### config.mk
export PLATFORM = sky130hd
export DESIGN_NAME = st7735_sequencer
export DESIGN_NICKNAME = d
export VERILOG_FILES = /design/src/rtl/st7735_pkg.sv /design/src/rtl/st7735_tick_gen.sv /design/src/rtl/st7735_sequencer.sv
export SDC_FILE = /design/constraint.sdc
export NUM_CORES = 1
export LEC_CHECK = 0
export BUFFER_PORTS_ARGS = -buffer_cell sky130_fd_sc_hd__buf_2
export CORE_UTILIZATION = 25
export DETAILED_ROUTE_END_ITERATION = 10
export GPL_TIMING_DRIVEN = 1
export MAX_ROUTING_LAYER = met4
export PLACE_DENSITY = 0.49
export RECOVER_POWER = 25
export SYNTH_ARGS = -nofsm -noshare
export SYNTH_HDL_FRONTEND = slang
export SYNTH_SLANG_ARGS = --single-unit
### constraint.sdc
create_clock -name SYSTEM_CLK -period 2.49 [get_ports SYSTEM_CLK]
set_input_delay 0.498 -clock SYSTEM_CLK [delete_from_list [all_inputs] [get_ports SYSTEM_CLK]]
set_output_delay 0.498 -clock SYSTEM_CLK [all_outputs]
set_load 0.02 [all_outputs]
### src/rtl/st7735_pkg.sv
// Shared encodings for the ST7735 serial sequencer: FSM states, DC levels and
// the panel command opcodes used by drivers of this block.
package st7735_pkg;

   typedef enum logic [2:0] {
      RST_PULSE = 3'd0,
      RST_WAIT  = 3'd1,
      IDLE      = 3'd2,
      SHIFT_LO  = 3'd3,
      SHIFT_HI  = 3'd4,
      HOLD      = 3'd5,
      GAP       = 3'd6
   } seq_state_t;

   localparam logic DC_CMD  = 1'b0;
   localparam logic DC_DATA = 1'b1;

   localparam logic [7:0] SWRESET = 8'h01;
   localparam logic [7:0] SLPOUT  = 8'h11;
   localparam logic [7:0] DISPON  = 8'h29;
   localparam logic [7:0] CASET   = 8'h2A;
   localparam logic [7:0] RASET   = 8'h2B;
   localparam logic [7:0] RAMWR   = 8'h2C;

   localparam int BITS_PER_BYTE = 8;

endpackage

### src/rtl/st7735_tick_gen.sv
// Down-counter that emits a one-cycle enable every DIV enabled clocks; a clear
// reloads it so the first half-period after an accept is always full length.
module st7735_tick_gen #(
   parameter int DIV = 2
) (
   input  logic clk,
   input  logic rst_n,
   input  logic clr,
   input  logic en,
   output logic tick
);

   localparam int             CW     = $clog2(DIV + 1);
   localparam logic [CW-1:0]  RELOAD = CW'(DIV - 1);

   logic [CW-1:0] cnt;

   assign tick = en && (cnt == '0);

   always_ff @(posedge clk or negedge rst_n) begin
      // NOTE: clocked state uses non-blocking assignments so every flop samples pre-edge values.
      if (!rst_n)
         cnt <= '0;
      else if (clr || tick)
         cnt <= RELOAD;
      else if (en)
         cnt <= cnt - 1'b1;
   end

endmodule

### src/rtl/st7735_sequencer.sv
// SPI mode-0 byte sequencer for an ST7735 panel: power-on reset pulse and wait,
// then one byte per handshake with CS held across multi-byte transactions.
module st7735_sequencer
   import st7735_pkg::*;
#(
   parameter int SPI_DIV            = 2,
   parameter int RESET_PULSE_CYCLES = 24,
   parameter int RESET_WAIT_CYCLES  = 1440000,
   parameter int CS_GAP_CYCLES      = 2
) (
   input  logic       SYSTEM_CLK,
   input  logic       SYSTEM_RESET_N,
   input  logic [7:0] IN_DATA,
   input  logic       IN_DC,
   input  logic       IN_LAST,
   input  logic       IN_VALID,
   output logic       IN_READY,
   output logic       CS,
   output logic       MOSI,
   output logic       DC,
   output logic       LCD_CLK,
   output logic       RESET,
   output logic       INIT_DONE,
   output logic       BUSY
);

   localparam int PW = $clog2(RESET_PULSE_CYCLES + 1);
   localparam int WW = $clog2(RESET_WAIT_CYCLES + 1);
   localparam int GW = $clog2(CS_GAP_CYCLES + 1);
   localparam int BW = $clog2(BITS_PER_BYTE + 1);

   localparam logic [PW-1:0] PULSE_LAST = PW'(RESET_PULSE_CYCLES - 1);
   localparam logic [WW-1:0] WAIT_LAST  = WW'(RESET_WAIT_CYCLES - 1);
   localparam logic [GW-1:0] GAP_LAST   = GW'(CS_GAP_CYCLES - 1);
   localparam logic [BW-1:0] BIT_LAST   = BW'(BITS_PER_BYTE - 1);

   seq_state_t    state, state_nxt;
   logic [PW-1:0] pulse_cnt, pulse_cnt_nxt;
   logic [WW-1:0] wait_cnt, wait_cnt_nxt;
   logic [GW-1:0] gap_cnt, gap_cnt_nxt;
   logic [BW-1:0] bit_cnt, bit_cnt_nxt;
   logic [7:0]    shreg, shreg_nxt;
   logic          last_q, last_nxt;
   logic          cs_nxt, mosi_nxt, dc_nxt, lclk_nxt, rst_nxt, init_nxt;
   logic          accept, tick, shifting;

   assign IN_READY = INIT_DONE && ((state == IDLE) || (state == HOLD));
   assign accept   = IN_VALID && IN_READY;
   assign shifting = (state == SHIFT_LO) || (state == SHIFT_HI);
   assign BUSY     = state inside {SHIFT_LO, SHIFT_HI, HOLD, GAP};

   st7735_tick_gen #(.DIV(SPI_DIV)) u_tick (
      .clk   (SYSTEM_CLK),
      .rst_n (SYSTEM_RESET_N),
      .clr   (accept),
      .en    (shifting),
      .tick  (tick)
   );

   always_ff @(posedge SYSTEM_CLK or negedge SYSTEM_RESET_N) begin
      if (!SYSTEM_RESET_N) begin
         state     <= RST_PULSE;
         pulse_cnt <= '0;
         wait_cnt  <= '0;
         gap_cnt   <= '0;
         bit_cnt   <= '0;
         shreg     <= '0;
         last_q    <= 1'b0;
         CS        <= 1'b1;
         MOSI      <= 1'b0;
         DC        <= DC_CMD;
         LCD_CLK   <= 1'b0;
         RESET     <= 1'b0;
         INIT_DONE <= 1'b0;
      end else begin
         state     <= state_nxt;
         pulse_cnt <= pulse_cnt_nxt;
         wait_cnt  <= wait_cnt_nxt;
         gap_cnt   <= gap_cnt_nxt;
         bit_cnt   <= bit_cnt_nxt;
         shreg     <= shreg_nxt;
         last_q    <= last_nxt;
         CS        <= cs_nxt;
         MOSI      <= mosi_nxt;
         DC        <= dc_nxt;
         LCD_CLK   <= lclk_nxt;
         RESET     <= rst_nxt;
         INIT_DONE <= init_nxt;
      end
   end

   always_comb begin
      // NOTE: every target gets its hold value first, so no path through this block infers a latch.
      state_nxt     = state;
      pulse_cnt_nxt = pulse_cnt;
      wait_cnt_nxt  = wait_cnt;
      gap_cnt_nxt   = gap_cnt;
      bit_cnt_nxt   = bit_cnt;
      shreg_nxt     = shreg;
      last_nxt      = last_q;
      cs_nxt        = CS;
      mosi_nxt      = MOSI;
      dc_nxt        = DC;
      lclk_nxt      = LCD_CLK;
      rst_nxt       = RESET;
      init_nxt      = INIT_DONE;

      case (state)
         RST_PULSE: begin
            if (pulse_cnt == PULSE_LAST) begin
               rst_nxt   = 1'b1;
               state_nxt = RST_WAIT;
            end else begin
               pulse_cnt_nxt = pulse_cnt + 1'b1;
            end
         end
         RST_WAIT: begin
            if (wait_cnt == WAIT_LAST) begin
               init_nxt  = 1'b1;
               state_nxt = IDLE;
            end else begin
               wait_cnt_nxt = wait_cnt + 1'b1;
            end
         end
         IDLE, HOLD: begin
            if (accept) begin
               shreg_nxt   = IN_DATA;
               last_nxt    = IN_LAST;
               dc_nxt      = IN_DC;
               mosi_nxt    = IN_DATA[7];
               cs_nxt      = 1'b0;
               lclk_nxt    = 1'b0;
               bit_cnt_nxt = '0;
               state_nxt   = SHIFT_LO;
            end
         end
         SHIFT_LO: begin
            if (tick) begin
               lclk_nxt  = 1'b1;
               state_nxt = SHIFT_HI;
            end
         end
         SHIFT_HI: begin
            if (tick) begin
               lclk_nxt = 1'b0;
               if (bit_cnt == BIT_LAST) begin
                  // The last flag decides whether CS is released or held for a follow-on byte.
                  if (last_q) begin
                     cs_nxt      = 1'b1;
                     gap_cnt_nxt = '0;
                     state_nxt   = GAP;
                  end else begin
                     state_nxt = HOLD;
                  end
               end else begin
                  bit_cnt_nxt = bit_cnt + 1'b1;
                  mosi_nxt    = shreg[6];
                  shreg_nxt   = {shreg[6:0], 1'b0};
                  state_nxt   = SHIFT_LO;
               end
            end
         end
         GAP: begin
            if (gap_cnt == GAP_LAST)
               state_nxt = IDLE;
            else
               gap_cnt_nxt = gap_cnt + 1'b1;
         end
         default: state_nxt = RST_PULSE;
      endcase
   end

endmodule

Word level (Yosys, flattened, before mapping) --
Cells that the tools add are included. W data, S select, Z words.
Storage, ports and cells: input bits 13, output and inout bits 8, register bits after elaboration 51
Cells by class: add/sub/neg operators 5, bitwise operators 2, reduce and logical (&&, ||, !) cells 24, muxes and demuxes 36, equality and inequality tests 20
Operator list (count):
- $add A21 B1 Y21 const B | 1
- $eq A21 B21 Y1 const B | 1
- $mux W3 | 7
- $mux W7 | 3
- $pmux W3 S6 | 1
- $mux W2 | 7
- $pmux W7 S2 | 1
- $mux W4 | 3
- $ne A2 B1 Y1 const B | 5
- $ne A2 B2 Y1 const B | 5
- $reduce_and A2 Y1 | 5
- $reduce_and A5 Y1 | 2
- $eq A3 B3 Y1 const B | 3
- $mux W1 | 9
- $pmux W4 S2 | 1
- $reduce_and A4 Y1 | 2
- $eq A3 B2 Y1 const B | 2
- $reduce_and A6 Y1 | 1
- $reduce_bool A2 Y1 | 3
- $add A5 B1 Y5 const B | 1
- $eq A5 B5 Y1 const B | 1
- $add A4 B1 Y4 const B | 1
- $eq A4 B3 Y1 const B | 1
- $pmux W1 S2 | 2
- other kinds (14) | 19

Depth between registers and ports, before layout --
depth in word-level cells 6, mapped depth 7

Hierarchy --
A second synthesis with hierarchy kept.
Second synthesis, totals: cells, all modules 252, area total of the unflattened synthesis 2631.3 µm²
By module, submodules not included:
- st7735_sequencer | area each 2516.2 µm², instances 1, cells an instance 241, seq. area each 1227.4 µm²
- st7735_tick_gen | area each 115.1 µm², instances 1, cells an instance 11, seq. area each 50.0 µm²

Worst setup path after synthesis --
Ideal clock, no wire load.
path kind flip-flop to output port, from register state[0], to output BUSY, stages on the path, launching flop included 5, path buffers 2, arrival time 1.293 ns, data required time 1.992 ns, slack 0.699 ns, cells stage by stage dfrtp_1 > buf_4 > clkbuf_1 > nand2_1 > xnor2_1
Between the ends: word-level cells in the longest chain between the ends 2, elaborated cells on any way between the ends 5
RTL lines:
- start: declaration | RTL line st7735_sequencer.sv:37 | seq_state_t state, state_nxt;
- start signal: assignment | RTL line st7735_sequencer.sv:76 | state <= state_nxt;
- $eq A3 B2 Y1 or $eq A3 B3 Y1 (tied branches) | RTL line st7735_sequencer.sv:50 | assign BUSY = state inside {SHIFT_LO, SHIFT_HI, HOLD, GAP};
- $reduce_bool A4 Y1 (*) | RTL line st7735_sequencer.sv:50
- end: declaration | RTL line st7735_sequencer.sv:24 | output logic BUSY
Every way passes the cells marked *; elsewhere a longest branch is shown, timed or not.

Final worst setup path --
from register state[2], to output IN_READY
Between the ends: word-level cells in the longest chain between the ends 3, elaborated cells on any way between the ends 4
RTL lines:
- $eq A3 B2 Y1 or $eq A3 B3 Y1 (tied branches) | RTL line st7735_sequencer.sv:47 | assign IN_READY = INIT_DONE && ((state == IDLE) || (state == HOLD));
- $logic_or A1 B1 Y1 (*) | RTL line st7735_sequencer.sv:47
- $logic_and A1 B1 Y1 (*) | RTL line st7735_sequencer.sv:47
- end: declaration | RTL line st7735_sequencer.sv:17 | output logic IN_READY,
Marks and branches as above.

==> flow_metrics.tcl <==
set metrics [dict create \
    drtPass1Iterations 4 \
    grt_pass1_wl_mm 9.83 \
    drt_iter0_markers 165 \
    path_cells "nor2b_1 -> a21o_1 -> and2_1 -> buf_2" \
    wire_per_inst_microns 13.3 \
    cp.arrival_ns 1.66 \
    setup_violations 0 \
    ys_seq_area_share_pct 46.6 \
    tightestPinTransition_ns 1.02 \
    dp_cells 420 \
    critPathCaptureType "primary output" \
    crit_fanout 10 \
    vias_per_cell 4.92 \
    ys_ff_latch 51 \
    place_hpwl_mm 4.03 \
    synth_cell_types 61 \
    clock_path_buffers 2 \
    place.gp.congestion 0.802 \
    status "complete, no violations" \
    cp_data_required_time_ns 1.99 \
    ys_warn_count 0 \
    track_usage_pct 11.1 \
    critPathMaxStageDelay_ns 0.55 \
    post-cts-setup-buffer-count 0 \
    cts_tree "done" \
    syn_to_final_growth_pct 14.9 \
    synth_area_sq_mm 0.00274 \
    htreeDepth 2 \
    p_per_area_mw_per_mm2 496 \
    grt-ovfl-total 0 \
    grt_pass1_vias 2057 \
    syn_nets 285 \
    multi_input_area_sq_mm 0.00135 \
    drc_errors 0 \
    ant_nets 0 \
    die_x_microns 107 \
    mostFrequentLayoutCell "dfrtp_1" \
    slew_headroom_pct 32.2 \
    period_needed_ns 2.16 \
    die-height_microns 107 \
    irDropWorstVdd_v 0.000245 \
    final_cell_mix "dfrtp_1, buf_2, o21ai_0" \
    grt_max_degree 20 \
    antenna_found_initial 0 \
    cts_made_buffers 5 \
    syn-instance-count 267 \
    cp_num_buf_inv 1 \
    cts-root-buf "clkbuf_8" \
    cts_sinks 51 \
    path_delay_family "flip-flops" \
    fp-row-count 37 \
    cts-resized-gates 0 \
    clkSlewWorstSetupHoldPaths_ns 0.10 \
    fmax_ghz 0.464 \
    seq_area_sq_mm 0.00128 \
    worstSkewPairLatency_ns 0.31 \
    n_antenna_cell 0 \
    drive_gt1_share_pct 17.8 \
    routed_wl_mm 5.67 \
    worstSetupPathType "reg -> out" \
    slowest_stage "dfrtp_1" \
    port_buffers 20 \
    skew_ns 0.00813 \
    async_flop_share_pct 100 \
    cts.hold.buffers_added 0 \
    fin_crit_sh_pct 86.6 \
    dieArea_sq_mm 0.0114 \
    core_area_sq_mm 0.0105 \
    boundaryPins 21 \
    start_kind "flip-flop" \
    hold_violations 0 \
    fin_nets 309 \
    ys.flop_type "dfrtp_1" \
    dr_total_vias 2105 \
    syn_avg_cell_area_sq_um 10.3 \
    rsz0062_at_grt "no" \
    maxSlewViolCount 0 \
    fin_cells 428 \
    start_util_pct 26.2 \
    fin_setup_tns_ns 0 \
    synth_edf_count 0 \
    fillCellCount 1105 \
    p_leak_nw 1.33 \
    hold_class "in -> async" \
    drv_cap 0 \
]
==> logic make-up (layout without fill, tap and decap cells) <==
family | count (synthesis) | after routing | share of synthesized area, %
buffers and inverters | 26 | 51 | 4.33
adders and majority gates | 5 | 5 | 2.28
xor gates and xnor gates | 22 | 22 | 7.03
muxes | 13 | 13 | 4.93
and+or+nand+nor | 94 | 94 | 21.6
DFF | 51 | 51 | 46.6
AOI/OAI and AO/OA | 56 | 56 | 13.2
==> per-stage QoR <==
| stage | power [mW] | cell area (sq um) | hold slack (ns) | setup WS [ns] | util, % |
|---|---|---|---|---|---|
| detailed placement | 0.893 | 3020 | 0.465 | 0.392 | 28.9 |
| global placement | 0.892 | 3020 | 0.457 | 0.440 | 28.9 |
| floorplan | 0.860 | 2740 | 0.202 | 0.699 | - |
| finish | 1.56 | 3150 | 0.328 | 0.334 | 30.1 |
| CTS | 1.59 | 3160 | 0.119 | 0.355 | 30.2 |
| global route | 1.62 | 3150 | 0.414 | 0.137 | 30.1 |
==> flip-flops by register name, summed over array words and instances, names as in the netlist, 2 cells and up <==
| register | flops |
|---|---|
| bit_cnt | 4 |
| gap_cnt | 2 |
| pulse_cnt | 5 |
| shreg | 7 |
| state | 3 |
| u_tick.cnt | 2 |
| wait_cnt | 21 |
==> power breakdown <==
group          switching, mW  internal [mW]  leakage (nW)  total, mW
Combinational         0.0247         0.0126         0.617     0.0373
Clock                  0.288          0.401        0.0644      0.688
Sequential           0.00262          0.833         0.646      0.836
==> worst register-to-register path: stages, from the launching register on <==
cell	delay, ns
dfrtp_1	0.61
nand3_1	0.17
a32oi_1	0.48
nand2b_1	0.39
a211o_1	0.38
==> worst paths after layout <==
| check | to | cells past startpoint | start | slack, ns |
|---|---|---|---|---|
| max reg2reg | bit_cnt[3]$_DFFE_PN0P_ | 4 | state[0]$_DFFE_PN0P_ | 0.35 |
| max in group asynchronous | wait_cnt[17]$_DFFE_PN0P_ | 2 | SYSTEM_RESET_N | 0.88 |
| min | pulse_cnt[4]$_DFFE_PN0P_ | 1 | SYSTEM_RESET_N | 0.33 |
| min reg2reg | wait_cnt[20]$_DFFE_PN0P_ | 1 | wait_cnt[20]$_DFFE_PN0P_ | 0.47 |
| max | IN_READY | 4 | state[2]$_DFFE_PN0P_ | 0.33 |
| min in group SYSTEM_CLK | DC$_DFFE_PN0P_ | 2 | IN_DC | 0.42 |
==> per-layer routing <==
layer	wire, microns	global-route usage, %
met3	188	2.43
met2	2570	17.3
met1	2860	14.6
met5	0	-
met4	53	2.64
==> synthesized netlist by cell type (all sizes together), types with 3 or more instances <==
cell type	n	share of area [%]
and2	4	0.91
nor4	3	1.1
a21oi	7	1.3
xnor2	14	4.5
and3	5	1.1
nor2	13	1.8
nand3	14	3.0
nand2b	3	0.68
nand2	13	1.8
o21ai	24	4.5
mux2i	9	3.3
o31ai	5	1.6
xor2	8	2.6
mux2	4	1.6
o2111ai	3	0.96
ha	5	2.3
nand4	3	0.68
clkbuf	4	0.55
a21o	3	0.82
nor3b	3	1.4
nor3	10	2.0
inv	14	1.9
buf	8	1.9
dfrtp	50	46
or4	3	0.96
nor4bb	4	1.5
==> final cells by class <==
cell class | instances | area share [%]
flip-flops and latches | 51 | 40.5
clock buffers | 5 | 2.18
multi-input cells | 190 | 42.9
repair buffers | 29 | 5.16
clock inverters | 3 | 2.14
well taps | 136 | 5.40
inverters | 14 | 1.67
Power figures use the tool's default switching activity.
